===== config.mk =====
export PLATFORM = sky130hd
export DESIGN_NAME = mult_arbiter
export DESIGN_NICKNAME = d
export VERILOG_FILES = /design/src/rtl/mult_arbiter.sv
export SDC_FILE = /design/constraint.sdc
export NUM_CORES = 1
export LEC_CHECK = 0
export ABC_AREA = 0
export BUFFER_PORTS_ARGS = -buffer_cell sky130_fd_sc_hd__buf_2
export CORE_MARGIN = 2
export CORE_UTILIZATION = 51
export CTS_BUF_LIST = sky130_fd_sc_hd__clkbuf_2 sky130_fd_sc_hd__clkbuf_4 sky130_fd_sc_hd__clkbuf_8
export DETAILED_ROUTE_END_ITERATION = 12
export HOLD_SLACK_MARGIN = 0.1
export PLACE_DENSITY = 0.71
export SETUP_SLACK_MARGIN = 0.02
export SYNTH_ARGS = -nofsm -noshare
export SYNTH_HDL_FRONTEND = slang
export SYNTH_SLANG_ARGS = --single-unit

===== constraint.sdc =====
create_clock -name clk -period 18.6 [get_ports clk]
set_input_delay 0.93 -clock clk [delete_from_list [all_inputs] [get_ports clk]]
set_output_delay 0.93 -clock clk [all_outputs]
set_load 0.005 [all_outputs]

===== src/rtl/mult_arbiter.sv =====
// mult_arbiter: round-robin sharing of one pipelined signed Q1.(BITSIZE-1)
// fractional multiplier between NREQ requesters, acking each result.
//
// Ports:
//   clk        system clock, rising edge
//   rst        synchronous active-high reset
//   req        per-requester level request, held until its ack
//   op_a/op_b  packed operands, requester i at [i*BITSIZE +: BITSIZE]
//   ack        one-hot, one-cycle pulse marking result valid for requester
//   result     saturated fractional product, held between acks
//   result_id  index of the requester being acked, held between acks
//   busy       high while any operation is in the pipeline
module mult_arbiter #(
    parameter int BITSIZE = 16,
    parameter int NREQ    = 4
) (
    input  logic                    clk,
    input  logic                    rst,
    input  logic [NREQ-1:0]         req,
    input  logic [NREQ*BITSIZE-1:0] op_a,
    input  logic [NREQ*BITSIZE-1:0] op_b,
    output logic [NREQ-1:0]         ack,
    output logic [BITSIZE-1:0]      result,
    output logic [2:0]              result_id,
    output logic                    busy
);

    localparam int IW = (NREQ > 1) ? $clog2(NREQ) : 1;
    localparam int PW = 2 * BITSIZE;

    logic [IW-1:0]             ptr;
    logic [NREQ-1:0]           pending;
    logic [NREQ-1:0]           eligible;
    logic                      gnt_vld;
    logic [IW-1:0]             gnt_id;
    logic [IW:0]               scan;
    logic [NREQ-1:0]           gnt_mask;
    logic [NREQ-1:0]           clr_mask;

    logic                      s1_vld;
    logic [IW-1:0]             s1_id;
    logic signed [BITSIZE-1:0] s1_a;
    logic signed [BITSIZE-1:0] s1_b;

    logic                      s2_vld;
    logic [IW-1:0]             s2_id;
    logic signed [PW-1:0]      s2_p;

    logic                      out_vld;
    logic [BITSIZE-1:0]        sat;

    // A requester whose result is in flight stays ineligible until the
    // edge that registers its ack, which also clears its pending bit.
    assign eligible = req & ~pending;

    // Scan from ptr upward, wrapping at NREQ; first eligible wins.
    always_comb begin
        gnt_vld = 1'b0;
        gnt_id  = '0;
        scan    = '0;
        for (int k = 0; k < NREQ; k++) begin
            scan = {1'b0, ptr} + (IW+1)'(k);
            if (scan >= (IW+1)'(NREQ))
                scan = scan - (IW+1)'(NREQ);
            if (!gnt_vld && eligible[scan[IW-1:0]]) begin
                gnt_vld = 1'b1;
                gnt_id  = scan[IW-1:0];
            end
        end
    end

    assign gnt_mask = gnt_vld ? (NREQ'(1) << gnt_id) : '0;
    assign clr_mask = s2_vld  ? (NREQ'(1) << s2_id)  : '0;

    // Product >>> (BITSIZE-1) is bits [PW-2:BITSIZE-1]; it only overflows
    // when the top two product bits differ (min*min in practice).
    always_comb begin
        if (s2_p[PW-1] != s2_p[PW-2])
            sat = s2_p[PW-1] ? {1'b1, {(BITSIZE-1){1'b0}}}
                             : {1'b0, {(BITSIZE-1){1'b1}}};
        else
            sat = s2_p[PW-2:BITSIZE-1];
    end

    always_ff @(posedge clk) begin
        if (rst) begin
            ptr       <= '0;
            pending   <= '0;
            s1_vld    <= 1'b0;
            s1_id     <= '0;
            s1_a      <= '0;
            s1_b      <= '0;
            s2_vld    <= 1'b0;
            s2_id     <= '0;
            s2_p      <= '0;
            out_vld   <= 1'b0;
            ack       <= '0;
            result    <= '0;
            result_id <= '0;
        end else begin
            pending <= (pending & ~clr_mask) | gnt_mask;

            if (gnt_vld)
                ptr <= (gnt_id == IW'(NREQ-1)) ? '0 : gnt_id + IW'(1);

            s1_vld <= gnt_vld;
            if (gnt_vld) begin
                s1_id <= gnt_id;
                s1_a  <= op_a[gnt_id*BITSIZE +: BITSIZE];
                s1_b  <= op_b[gnt_id*BITSIZE +: BITSIZE];
            end

            s2_vld <= s1_vld;
            if (s1_vld) begin
                s2_id <= s1_id;
                s2_p  <= PW'(s1_a) * PW'(s1_b);
            end

            out_vld <= s2_vld;
            ack     <= clr_mask;
            if (s2_vld) begin
                result    <= sat;
                result_id <= 3'(s2_id);
            end
        end
    end

    assign busy = s1_vld | s2_vld | out_vld;

endmodule


==> results of run 1 <==
## per-layer routing
metal,vias to the layer above,share of wire [%],track usage (%)
met3,38,4.4,2.788
met1,5229,41,33.54
met2,262,53,43.60
li1,4738,-,-
met5,-,0,0
met4,0,2.3,7.372
## sequential cells by signal, indices dropped and copies added (netlist names)
| signal | cells |
|---|---|
| s2_p | 17 |
| result | 16 |
| s1_a | 16 |
| s1_b | 16 |
| ack | 4 |
| pending | 4 |
| ptr | 2 |
| result_id | 2 |
| s1_id | 2 |
| s2_id | 2 |
| out_vld | 1 |
| s1_vld | 1 |
| s2_vld | 1 |
## placed cells by master (no fill, tap or decap), types with 18 or more instances in the layout
| master | instances |
|---|---|
| fa_1 | 261 |
| ha_1 | 85 |
| nor2_1 | 54 |
| nand2_1 | 174 |
| dfxtp_1 | 84 |
| nand2b_1 | 18 |
| and2_1 | 121 |
| o22ai_1 | 26 |
| a211oi_1 | 29 |
| a22oi_1 | 23 |
| buf_2 | 156 |
| mux2i_1 | 30 |
| mux2_2 | 22 |
| inv_1 | 302 |
| a21oi_1 | 49 |
## stage by stage
step	cells	util (%)	instance area, µm²
final	1908	56.12	14500
after global routing	1908	56.12	14500
after CTS	1908	56.12	14500
after detailed placement	1892	55.34	14300
after global placement	1892	55.34	14300
after floorplan	1472	-	13340
## critical path: stages (launching register included)
cell and delay (ns):
dfxtp_1 0.69, nand2_1 0.17, inv_1 0.16, fa_1 0.58, fa_1 0.86, inv_1 0.16
fa_1 0.50, inv_1 0.05, fa_1 0.54, fa_1 0.42, fa_1 0.45, ha_1 0.34
and3_1 0.21, a221o_1 0.33, a21oi_2 0.18, o21ai_1 0.09, a21oi_2 0.18, nor2b_1 0.09
or4_1 0.48, o311ai_1 0.08
## cell type report
| class | instances | area share [%] |
|---|---|---|
| Multi-Input combinational cell | 1008 | 70.58 |
| Sequential cell | 84 | 11.60 |
| Clock inverter | 6 | 0.4918 |
| Inverter | 303 | 7.844 |
| Timing Repair Buffer | 162 | 5.695 |
| Tap cell | 335 | 2.891 |
| Clock buffer | 10 | 0.9060 |
## cell families after synthesis
kind of cell | after synthesis
simple gates | 398
buf+inv | 380
fa+ha+maj | 346
compound gates | 190
flops | 84
mux | 52
xor+xnor | 21
other cells | 1
## worst max-delay path by stage
stage,cells past startpoint,end,slack (ns),from
CTS,19,s2_p[30]$_SDFFE_PP0P_,11.93,s1_b[1]$_SDFFE_PP0P_
finish,19,s2_p[30]$_SDFFE_PP0P_,11.93,s1_a[15]$_SDFFE_PP0P_
floorplan,20,s2_p[30]$_SDFFE_PP0P_,12.44,s1_a[15]$_SDFFE_PP0P_
global route,19,s2_p[30]$_SDFFE_PP0P_,11.56,s1_b[1]$_SDFFE_PP0P_
global placement,19,s2_p[30]$_SDFFE_PP0P_,12.05,s1_b[1]$_SDFFE_PP0P_
detailed placement,19,s2_p[30]$_SDFFE_PP0P_,11.96,s1_b[1]$_SDFFE_PP0P_
==> qor.yml, run 1 <==
port_buffers: 156
fp.coreArea_um2: 25840
ys_seq_area_share_pct: 12.60
grt.total_usage_pct: 25.17
place_congestion: 0.8520
first_pass_iters: 6
hold_slack_ns: 0.4680
dp_hpwl_um: 27370
worstPathMaxFanout: 17
synthesis.instances: 1472
crit_path_end_kind: "flip-flop"
rsz0062_at_grt: "false"
cts_buffer_depth: 2
grt_antenna_before_repair: 0
synth_top_area_share_pct: 39.16
ys_seq_elements: 84
synthSimpleGateAreaFrac_pct: 14.35
synthArstFlopShare_pct: 0
wl_per_cell_um: 17.50
yosys_warnings: 0
area_growth_pct: 8.664
finClkSkew_ns: 0.01828
tns_ns: 0
cts_sinks: 84
worstHoldStart: "s1_id[1]$_SDFFE_PP0P_"
max_slew_margin_pct: 28.02
register_area_um2: 1682
reg2reg_setup_slack_ns: 11.93
viasPerCell: 5.381
multiInputGateArea_um2: 10230
finalWorstSetupSlack_ns: 11.93
synth_ff_type: "dfxtp_1"
die_area_um2: 27470
nFillCells: 2347
synth_cell_types: 52
yosysMostFrequentCell: "inv_1"
synth_compound_area_share_pct: 9.536
synth_area_leaders: "fa_1 (39%), dfxtp_1 (13%), inv_1 (8.5%), ha_1 (8.0%), and2_1 (5.7%)"
reg2reg_to: "s2_p[30]$_SDFFE_PP0P_"
maxCapViolations: 0
cp.required_ns: 18.89
cts_inserted_buffers: 9
routed_wl_um: 33380
synth_xor_area_share_pct: 1.378
grt_max_degree: 61
cp.arrival_ns: 6.96
setup_viol: 0
dpl_worst_slack_ns: 11.96
status: "finished, final reports clean"
startpoint_type: "flip-flop"
worstHoldPathCells: 2
hold_end: "s1_id[1]$_SDFFE_PP0P_"
synthTopCellsByCount: "inv_1 (302), fa_1 (261), nand2_1 (174)"
ant_nets: 0
grt.overflow.total: 0
hp-class: "reg2reg"
fmax_mhz: 150.0
grt_pass1_vias: 10640
ios: 158
cts-root-buf: "clkbuf_8"
clk_pin_slew_ns: 0.09
synth_mux_area_share_pct: 4.107
rows: 59
ctsHoldBuffers: 0
r2r-start: "s1_a[15]$_SDFFE_PP0P_"
final_hold_viol_count: 0
worst-slew-pin-transition_ns: 1.077
period_needed_ns: 6.669
syn_area_per_cell_um2: 9.065
h-tree-depth: 3
synth_fa_ha_area_share_pct: 47.13
yosysTopAreaCell: "fa_1"
worstSetupPathType: "reg2reg"
die_w_um: 165.8
grt_pass1_wl_um: 55090
cts_setup_buffers: 0
fin_nets: 2048
drive_gt1_share_pct: 13.35
slew_viol_final: 0
syn_area_um2: 13340
clock_latency_ns: 0.40
cts_tree: "yes"
via_count: 10270
period_share_pct: 35.85
cts.repair.resized: 0
synth_edf_count: 0
dr.first_iter.drc_count: 669
syn_nets: 1952
start_util_pct: 51.65
reg2reg_depth: 19
antenna_cells: 0
route.detailed.drc: 0
synth_top_family_by_area: "adder cells"
dieHeight_um: 165.8
Power of run 1 is left out: the tool's default activity adds up to more than one toggle a clock period on the data nets, which glitch-free logic cannot reach.
==> run 2, diff against run 1 <==
ABC_AREA = 1   (was 0)
PLACE_DENSITY = 0.73   (was 0.71)
clock period = 5.6 ns   (was 18.6 ns; I/O delays follow)
==> qor.yml, run 2 <==
dieHeight_um: 177.1
die_area_um2: 31380
route.detailed.drc: 0
ios: 158
synth_top_area_share_pct: 34.18
ant_nets: 0
hold_slack_ns: 0.1560
crit_path_end_kind: "flip-flop"
grt_antenna_before_repair: 0
start_util_pct: 51.72
final_hold_viol_count: 0
die_w_um: 177.1
worstPathMaxFanout: 7
final_cell_mix: "inv_1 (593), nand2_1 (554), fa_1 (253)"
tns_ns: 0
finClkSkew_ns: 0.01983
viasPerCell: 5.039
grt_pass1_wl_um: 70080
crit_top_cell: "fa_1"
synthArstFlopShare_pct: 0
yosys_warnings: 0
cts_sinks: 84
layout_commonest_cell: "inv_1"
post-place-cells: 2768
worstHoldStart: "op_a[35]"
cts_inserted_buffers: 9
synthesis.instances: 2185
period_needed_ns: 5.474
ys_seq_elements: 84
synth_ff_type: "dfxtp_1"
synthTopCellsByCount: "inv_1 (601), nand2_1 (570), fa_1 (261)"
fin_cells: 2796
cp.required_ns: 5.88
grt.total_usage_pct: 28.13
ys_seq_area_share_pct: 11.00
cts_tree: "yes"
setup_viol: 0
status: "finished, final reports clean"
hp-class: "in2reg"
path_cells: "buf_6 -> nand2_1 -> fa_2 -> buf_6 -> buf_4 -> fa_1 -> fa_1 -> fa_1 -> fa_1 -> fa_1 -> inv_1 -> ha_1 -> buf_4 -> a21oi_2 -> o21a_1 -> o21ai_0 -> a21oi_1 -> a21oi_1 -> nor2_1 -> nor2_1"
worst-slew-pin-transition_ns: 1.037
grt_max_degree: 60
synth_area_leaders: "fa_1 (34%), inv_1 (15%), nand2_1 (14%), dfxtp_1 (11%), ha_1 (7.0%)"
dr.first_iter.drc_count: 1050
syn_area_um2: 15290
crit_buf_inv: 5
multiInputGateArea_um2: 11200
clock_latency_ns: 0.39
fin_nets: 2881
area_growth_pct: 18.12
cp-startpoint: "s1_a[15]$_SDFFE_PP0P_"
max_slew_margin_pct: 30.88
period_share_pct: 97.75
clk_pin_slew_ns: 0.09
synth_cell_types: 39
antenna_cells: 0
cp.arrival_ns: 5.75
routed_wl_um: 41620
wl_per_cell_um: 14.89
via_count: 14090
dp_hpwl_um: 34200
port_buffers: 156
nFillCells: 2705
fmax_mhz: 182.7
slew_viol_final: 0
critPathMaxStageDelay_ns: 0.67
cts_buffer_depth: 2
ctsHoldBuffers: 0
critPathSlowestCell: "fa_2"
grt.overflow.total: 0
drive_gt1_share_pct: 19.12
maxCapViolations: 0
cts-root-buf: "clkbuf_8"
largest-register: "s2_p"
synth_edf_count: 0
syn_area_per_cell_um2: 6.997
largest_reg_flops: 17
h-tree-depth: 3
rsz0062_at_grt: "true"
fp.coreArea_um2: 29560
yosysMostFrequentCell: "inv_1"
startpoint_type: "flip-flop"
rows: 63
place_congestion: 0.9610
first_pass_iters: 5
worstSetupPathType: "reg2reg"
grt_pass1_vias: 14690
syn_nets: 2665
yosysTopAreaCell: "fa_1"
critPathTopFamily: "adder cells"
register_area_um2: 1730
final_core_util_pct: 61.09
r2r-start: "s1_a[15]$_SDFFE_PP0P_"
## run 2: cell count changes after synthesis, moves of 18 or more
cell / before / now
nand3_1: 4 / 164
a211oi_1: 29 / 1
nor2_1: 55 / 128
o21ai_0: 12 / 38
o22ai_1: 27 / 0
nand2b_1: 18 / 0
nand2_1: 174 / 570
mux2_2: 22 / 0
clkbuf_1: 59 / 83
a22oi_1: 23 / 0
inv_1: 302 / 601
mux2i_1: 30 / 0
and2_1: 121 / 0
## run 2: repair_timing
item	in CTS	in global routing
endpoints found under the setup margin	14	17
pin swaps	2	27
resized for setup	20	128
cloned	0	0
endpoints found under the hold margin	0	0
buffers inserted	1	11
## run 2: worst register-to-register path: cells and delay by family (launching register included)
family	cells	cell delay [ns]
flip-flops	1	0.46
AO/OA/AOI/OAI	5	0.71
AND/OR/NAND/NOR	3	0.31
adder cells (fa/ha/maj)	7	3.33
buffers and inverters	5	0.58
## run 2: kinds of logic (layout without fill, tap and decap cells)
| family | after synthesis | after routing | synth area share, % |
|---|---|---|---|
| compound gates | 132 | 132 | 5.164 |
| fa+ha+maj | 346 | 346 | 41.13 |
| xor+xnor | 10 | 10 | 0.5729 |
| other cells | 1 | 1 | 0.02453 |
| simple gates | 893 | 893 | 23.88 |
| flops | 84 | 84 | 11.00 |
| buf+inv | 719 | 940 | 18.23 |
## run 2: final cells by class
cell class	count	area share, %
Tap cell	390	2.702
Clock buffer	10	0.7621
Clock inverter	6	0.3811
Timing Repair Buffer	319	11.94
Multi-Input combinational cell	1382	62.02
Inverter	605	12.60
Sequential cell	84	9.582
## run 2: worst paths after layout
check / end / slack [ns] / cells past startpoint
setup reg to reg: s2_p[26]$_SDFFE_PP0P_ / 0.13 / 20
hold reg to reg: s1_id[0]$_SDFFE_PP0P_ / 0.47 / 2
setup / recovery: s2_p[26]$_SDFFE_PP0P_ / 0.13 / 20
hold / removal: s1_a[3]$_SDFFE_PP0P_ / 0.16 / 3
## run 2: per-layer routing
| metal | global-route usage, % | vias up | share of wire (%) |
|---|---|---|---|
| met5 | 0 | - | 0 |
| met4 | 10.37 | 0 | 3.8 |
| met3 | 2.878 | 117 | 4.6 |
| met2 | 49.27 | 400 | 50 |
| met1 | 35.92 | 6820 | 42 |
| li1 | - | 6752 | - |
## run 2: per-stage QoR
step	instance area, µm²	setup WS (ns)
after floorplan	15290	0.1001
after global placement	17320	-0.3082
after detailed placement	17320	-0.3884
after CTS	17580	0.02776
after global routing	18060	-0.1520
final	18060	0.1263
Power of run 2 is left out for the same reason.
==> run 3, diff against run 2 <==
GPL_TIMING_DRIVEN = 0   (was unset)
==> qor.yml, run 3 (synthesized netlist as in run 2, its figures left out) <==
wl_per_cell_um: 16.77
fmax_mhz: 182.5
start_util_pct: 51.72
setup_viol: 0
die_w_um: 177.1
grt_pass1_vias: 14360
cts_buffer_depth: 2
hold_end: "s1_b[15]$_SDFFE_PP0P_"
startpoint_type: "flip-flop"
fp.coreArea_um2: 29560
maxCapViolations: 0
grt.total_usage_pct: 30.47
place_congestion: 0.9740
largest-register: "s2_p"
status: "finished, final reports clean"
viasPerCell: 5.236
fin_nets: 2866
grt_antenna_before_repair: 0
worstHoldStart: "op_b[47]"
dr.first_iter.drc_count: 1213
worstSetupPathType: "reg2reg"
die_area_um2: 31380
grt.overflow.total: 0
clk_pin_slew_ns: 0.11
slew_viol_final: 0
cp.arrival_ns: 5.79
r2r-start: "s1_a[15]$_SDFFE_PP0P_"
ios: 158
area_growth_pct: 19.39
h-tree-depth: 3
final_hold_viol_count: 0
reg2reg_depth: 20
via_count: 14560
reg2reg_setup_slack_ns: 0.12
hp-class: "in2reg"
worstPathMaxFanout: 6
period_share_pct: 97.87
busiest_layer: "met2"
cts_tree: "yes"
drive_gt1_share_pct: 19.66
reg2reg_to: "s2_p[26]$_SDFFE_PP0P_"
layout_commonest_cell: "inv_1"
first_pass_iters: 5
dieHeight_um: 177.1
rsz0062_at_grt: "true"
antenna_cells: 0
crit_path_end_kind: "flip-flop"
worstHoldPathCells: 3
finClkSkew_ns: 0.01745
dp_hpwl_um: 37800
use_met2_pct: 50.06
route.detailed.drc: 0
rows: 63
grt_pass1_wl_um: 73240
ctsHoldBuffers: 0
grt_util_met1_pct: 39.91
port_buffers: 155
ant_nets: 0
worst-slew-pin-transition_ns: 0.7340
largest_reg_flops: 17
cp.required_ns: 5.91
period_needed_ns: 5.481
cts_inserted_buffers: 9
clock_latency_ns: 0.40
routed_wl_um: 46640
finalWorstSetupSlack_ns: 0.1194
cts-root-buf: "clkbuf_8"
final_cell_mix: "inv_1 (583), nand2_1 (549), fa_1 (252)"
grt_util_met3_pct: 4.296
grt_max_degree: 18
nFillCells: 2731
max_slew_margin_pct: 51.07
cts_sinks: 84
dpl_worst_slack_ns: -1.115
[run 3: cell types whose count changed in the layout (fill, tap and decap cells not counted), moves of 10 or more]
cell	delta
inv_1	-10
clkbuf_1	+22
dfxtp_2	-11
buf_4	-78
buf_2	+17
dfxtp_4	+20
[run 3: per-stage QoR]
| step | hold WS, ns | area, µm² | utilization (%) | instances | TNS [ns] |
|---|---|---|---|---|---|
| 6_report | 0.1449 | 18250 | 61.75 | 2781 | 0 |
| 3_5_place_dp | 0.4598 | 16550 | 56.00 | 2730 | -14.72 |
| 3_3_place_gp | 0.4572 | 16550 | 56.00 | 2730 | -13.57 |
| 4_1_cts | 0.1379 | 17100 | 57.85 | 2724 | -0.01369 |
| 2_1_floorplan | 0.4414 | 15290 | - | 2185 | 0 |
| 5_1_grt | 0.1663 | 18250 | 61.75 | 2781 | -0.1177 |
[run 3: what timing repair did]
| item | in CTS | in global routing |
|---|---|---|
| buffers inserted | 9 | 56 |
| gates cloned | 0 | 1 |
| resized for setup | 154 | 193 |
| pin swaps | 5 | 74 |
| endpoints found under the setup margin | 17 | 17 |
[run 3: cell type report]
cell class / instances / area, µm² / share of cell area (%)
tap: 390 / 488.0 / 2.673
timing repair buffer: 221 / 1373 / 7.520
buffer: 83 / 639.4 / 3.503
multi-input combinational: 1382 / 11490 / 62.97
clock buffer: 9 / 123.9 / 0.6786
clock inverter: 7 / 63.81 / 0.3496
sequential: 84 / 1792 / 9.816
inverter: 605 / 2280 / 12.49
[run 3: worst max-delay path: stages, from the launching register on]
cell	delay [ns]
dfxtp_4	0.40
buf_8	0.15
nand2_2	0.05
inv_2	0.04
fa_2	0.68
fa_2	0.51
buf_6	0.14
fa_1	0.55
fa_1	0.44
fa_1	0.54
inv_2	0.04
fa_1	0.51
inv_2	0.05
ha_4	0.26
a21oi_2	0.17
o21a_1	0.20
o21ai_0	0.13
a21oi_2	0.23
a21oi_1	0.11
nor2_1	0.13
nor2_1	0.05
[run 3: metal layers]
| metal | share of wire, % | up-vias | routed length, µm |
|---|---|---|---|
| li1 | - | 6731 | - |
| met1 | 40 | 7097 | 18530 |
| met2 | 47 | 602 | 22070 |
| met3 | 8.1 | 130 | 3772 |
| met4 | 4.8 | 0 | 2257 |
| met5 | 0 | - | 0 |
[run 3: worst max-delay path by stage]
stage                                      from                    end  slack, ns  cells after the start
after floorplan           s1_a[15]$_SDFFE_PP0P_  s2_p[29]$_SDFFE_PP0P_       0.10                     21
after global placement     s1_b[7]$_SDFFE_PP0P_  s2_p[15]$_SDFFE_PP0P_      -1.07                     23
after detailed placement   s1_b[7]$_SDFFE_PP0P_  s2_p[15]$_SDFFE_PP0P_      -1.11                     23
after CTS                 s1_a[15]$_SDFFE_PP0P_  s2_p[30]$_SDFFE_PP0P_      -0.01                     21
after global routing      s1_a[15]$_SDFFE_PP0P_  s2_p[28]$_SDFFE_PP0P_      -0.05                     22
final                     s1_a[15]$_SDFFE_PP0P_  s2_p[26]$_SDFFE_PP0P_       0.12                     20
Power of run 3 is left out for the same reason.
